--- src/rtl/sr_flag_bank.sv ---
// Bank of WIDTH sticky set/reset flags with parallel load, optional edge-qualified set,
// per-bit rise pulses and a masked interrupt. Optional overrun flags: SR_FLAG_BANK_OVR_EN.
module sr_flag_bank #(
   parameter int               WIDTH         = 8,
   parameter int               CONFLICT_MODE = 1,
   parameter int               EDGE_SET      = 0,
   parameter logic [WIDTH-1:0] RESET_VAL     = {WIDTH{1'b0}}
) (
   input  logic             clk,
   input  logic             rst,
   input  logic [WIDTH-1:0] set,
   input  logic [WIDTH-1:0] clr,
   input  logic             load,
   input  logic [WIDTH-1:0] load_data,
   input  logic [WIDTH-1:0] irq_mask,
   output logic [WIDTH-1:0] q,
   output logic [WIDTH-1:0] qn,
   output logic [WIDTH-1:0] rise,
   output logic             irq
`ifdef SR_FLAG_BANK_OVR_EN
   ,
   output logic [WIDTH-1:0] ovr
`endif
);

   logic [WIDTH-1:0] q_reg;
   logic [WIDTH-1:0] q_next;
   logic [WIDTH-1:0] s_eff;
   logic [WIDTH-1:0] rise_reg;
   logic             irq_reg;

   // The set history only exists when set is edge-qualified.
   generate
      if (EDGE_SET != 0) begin : g_edge
         logic [WIDTH-1:0] set_d_reg;
         always_ff @(posedge clk or posedge rst) begin
            if (rst) set_d_reg <= '0;
            else     set_d_reg <= set;
         end
         assign s_eff = set & ~set_d_reg;
      end else begin : g_level
         assign s_eff = set;
      end
   endgenerate

   genvar gi;
   generate
      for (gi = 0; gi < WIDTH; gi++) begin : g_bit
         logic bit_next;
         always_comb begin
            bit_next = q_reg[gi];
            if (load) begin
               bit_next = load_data[gi];
            end else if (s_eff[gi] && clr[gi]) begin
               case (CONFLICT_MODE)
                  1:       bit_next = 1'b1;
                  2:       bit_next = 1'b0;
                  3:       bit_next = ~q_reg[gi];
                  default: bit_next = q_reg[gi];
               endcase
            end else if (s_eff[gi]) begin
               bit_next = 1'b1;
            end else if (clr[gi]) begin
               bit_next = 1'b0;
            end
         end
         assign q_next[gi] = bit_next;
      end
   endgenerate

   always_ff @(posedge clk or posedge rst) begin
      if (rst) begin
         q_reg    <= RESET_VAL;
         rise_reg <= '0;
         irq_reg  <= 1'b0;
      end else begin
         q_reg    <= q_next;
         rise_reg <= ~q_reg & q_next;
         irq_reg  <= |(q_next & irq_mask);
      end
   end

   assign q    = q_reg;
   assign qn   = ~q_reg;
   assign rise = rise_reg;
   assign irq  = irq_reg;

`ifdef SR_FLAG_BANK_OVR_EN
   logic [WIDTH-1:0] ovr_reg;
   logic [WIDTH-1:0] ovr_next;

   // A set landing on an already-set flag marks overrun; a plain clear or a load wipes it.
   always_comb begin
      ovr_next = '0;
      if (!load)
         ovr_next = (s_eff & q_reg) | (ovr_reg & ~(clr & ~s_eff));
   end

   always_ff @(posedge clk or posedge rst) begin
      if (rst) ovr_reg <= '0;
      else     ovr_reg <= ovr_next;
   end

   assign ovr = ovr_reg;
`endif

endmodule

--- config.mk ---
export PLATFORM = sky130hd
export DESIGN_NAME = sr_flag_bank
export DESIGN_NICKNAME = d
export VERILOG_FILES = /design/src/rtl/sr_flag_bank.sv
export SDC_FILE = /design/constraint.sdc
export NUM_CORES = 1
export LEC_CHECK = 0
export ABC_AREA = 1
export BUFFER_PORTS_ARGS = -buffer_cell sky130_fd_sc_hd__buf_2
export CORE_MARGIN = 2
export CORE_UTILIZATION = 42
export DETAILED_ROUTE_END_ITERATION = 16
export PLACE_DENSITY_LB_ADDON = 0.25
export SYNTH_ARGS = -nofsm -noshare
export SYNTH_HDL_FRONTEND = slang
export SYNTH_SLANG_ARGS = --single-unit
--- constraint.sdc ---
create_clock -name clk -period 2.9 [get_ports clk]
set_clock_uncertainty 0.15 [all_clocks]
set_input_delay 0.58 -clock clk [delete_from_list [all_inputs] [get_ports clk]]
set_output_delay 0.58 -clock clk [all_outputs]
set_load 0.005 [all_outputs]
==> flow_summary.yaml <==
routing:
  wl_mm: 1.79
  drc: 0
  dr_total_vias: 830
  vias_per_cell: 4.09
  drtIter0Drc: 14
  dr.pass1.iters: 4
  wl_per_cell_um: 8.81
  ant_nets: 0
pwr:
  p_sw_uw: 137
  power.density_mw_per_mm2: 426
  power_frac_comb: 0.215
  seq_power_share: 0.534
  p_int_uw: 361
  sw_frac_of_total: 0.275
  total_power_uw: 498
  clockPowerShare: 0.251
  leakage_nw: 0.792
  vdd_ir_drop_max_mv: 0.250
sta:
  hold_viol: 0
  relSlewSlack: 0.577
  timing.final.crit_share: 0.550
  max_freq_mhz: 627
  worst_pin_slew_ns: 0.633
  finalWorstSetupSlack_ns: 1.30
  finalSetupViolations: 0
  fin_tns_setup_ns: 0
  drv_slew: 0
  rsz0062_at_grt: "no"
  fin_crit_ns: 1.60
global_route:
  gr-usage-met1: 0.193
  grt-ovfl-total: 0
  grt_busiest_layer: "met2"
  grtUsageTotal: 0.168
  antenna_found_initial: 0
  grt_max_degree: 18
  met3_usage: 0.0556
  use_met2: 0.281
  grt_pass1_vias: 830
  grt_pass1_wl_mm: 3.11
layout:
  drive_above_1_share: 0.375
  final_cells: 203
  nets: 212
  synthToLayoutAreaGrowth_pct: 39.2
  n_antenna_cell: 0
floorplan:
  die_y_um: 48.7
  start_util: 0.437
  io_pins: 60
  die_x_um: 48.7
  die_area_mm2: 0.00237
  core-area_mm2: 0.00192
  placementRows: 16
placed_design:
  hpwl_mm: 1.48
  gp_congestion: 0.765
  portBuffers: 59
  numPlacedInstances: 199
  post-place-ws_ns: 1.33
clock_tree:
  clock_latency_ns: 0.29
  ctsResizeCount: 0
  cts_tree: "built"
  cts.path.max_buffers: 2
  hold_buffers: 0
  cts_setup_buffers: 0
  clkSlewWorstSetupHoldPaths_ns: 0.10
  htreeDepth: 1
  clock-sinks: 17
  root_buffer: "clkbuf_4"
  cts_inserted_buffers: 3
setup_path:
  crit_required_ns: 2.17
  cp.arrival_ns: 0.87
  path_class: "register to primary output"
  reg2regPathDepth: 6
  critPathMaxFanout: 4
  crit_path_start_kind: "register"
  worst_setup_path_end_kind: "primary output"
logic_synthesis:
  syn_inst: 115
  synth_area_um2: 840
  yosysUniqueCellTypes: 11
  synth.largest_area_cell: "dfrtp_1"
  synth_area_leaders: "dfrtp_1, nand2_1, inv_1"
  ys_seq_area_frac: 0.507
  synth_top_area_frac: 0.507
  ys_seq_elements: 17
  synth_fp_nets: 150
  yosysWarnings: 0
  synth.avg_cell_area_um2: 7.30
worst_hold_path:
  hold_class: "input port to async pin"
run:
  drv_cap: 0
run_status:
  outcome: "finished, final reports clean"
-- power by group through the flow --
| stage | clock network [mW] | logic [mW] | registers [mW] |
|---|---|---|---|
| after floorplan | 0 | 0.0516 | 0.273 |
| after global placement | 0 | 0.106 | 0.270 |
| after detailed placement | 0 | 0.109 | 0.271 |
| after CTS | 0.131 | 0.109 | 0.267 |
| after global routing | 0.144 | 0.122 | 0.270 |
| final | 0.125 | 0.107 | 0.266 |
-- critical path, cell delays in order, from the launching register on --
cell,delay [ns]
dfrtp_1,0.42
inv_1,0.06
buf_2,0.10
-- layout by cell type, fill, tap and decap left out --
cell type	n
clkbuf_1	1
nand3_1	7
nand3_2	1
nor2_4	1
buf_2	59
dfrtp_1	17
nor2_1	16
inv_1	33
clkbuf_4	3
nand2_1	36
nand2_2	1
nor2_2	1
-- metal layers --
layer,vias up,part of all wire
met5,-,0
met4,0,0.013
met3,4,0.095
met2,37,0.46
met1,349,0.43
li1,440,-
-- worst paths after layout --
path	startpoint	to	slack, ns
worst max-delay path	q[1]$_DFF_PP0_	qn[1]	1.30
worst min-delay path	rst	rise[5]$_DFF_PP0_	0.20
worst max register to register	q[0]$_DFF_PP0_	irq$_DFF_PP0_	1.82
worst min register to register	q[2]$_DFF_PP0_	rise[2]$_DFF_PP0_	0.33
max in group asynchronous	rst	q[1]$_DFF_PP0_	1.99
min in group clk	q[2]$_DFF_PP0_	rise[2]$_DFF_PP0_	0.33
-- through the flow --
step | hold slack, ns | utilization | cell area (µm²)
floorplan | 0.314 | - | 840
global placement | 0.298 | 0.594 | 1140
detailed placement | 0.314 | 0.594 | 1140
CTS | 0.225 | 0.608 | 1170
global route | 0.270 | 0.608 | 1170
finish | 0.205 | 0.608 | 1170
-- cell usage after synthesis --
cell and n:
nand2_1 36, nand3_2 1, nand2_2 1, inv_1 33, buf_8 1, buf_6 1
nand3_1 7, dfrtp_1 17, nor2_2 1, nor2_1 16, nor2_4 1
-- kinds of logic (layout without fill, tap and decap cells) --
logic type | after synthesis | count (layout) | synth area share
buf+inv | 35 | 96 | 0.179
flops | 17 | 17 | 0.507
simple gates | 63 | 63 | 0.314
-- layout make-up --
cell class,count,area [µm²]
flip-flops and latches,17,425
repair buffers,59,295
fillers,186,753
clock buffers,4,26.3
well taps,27,33.8
inverters,33,124
multi-input cells,63,264
(Power assumes the default switching activity.)
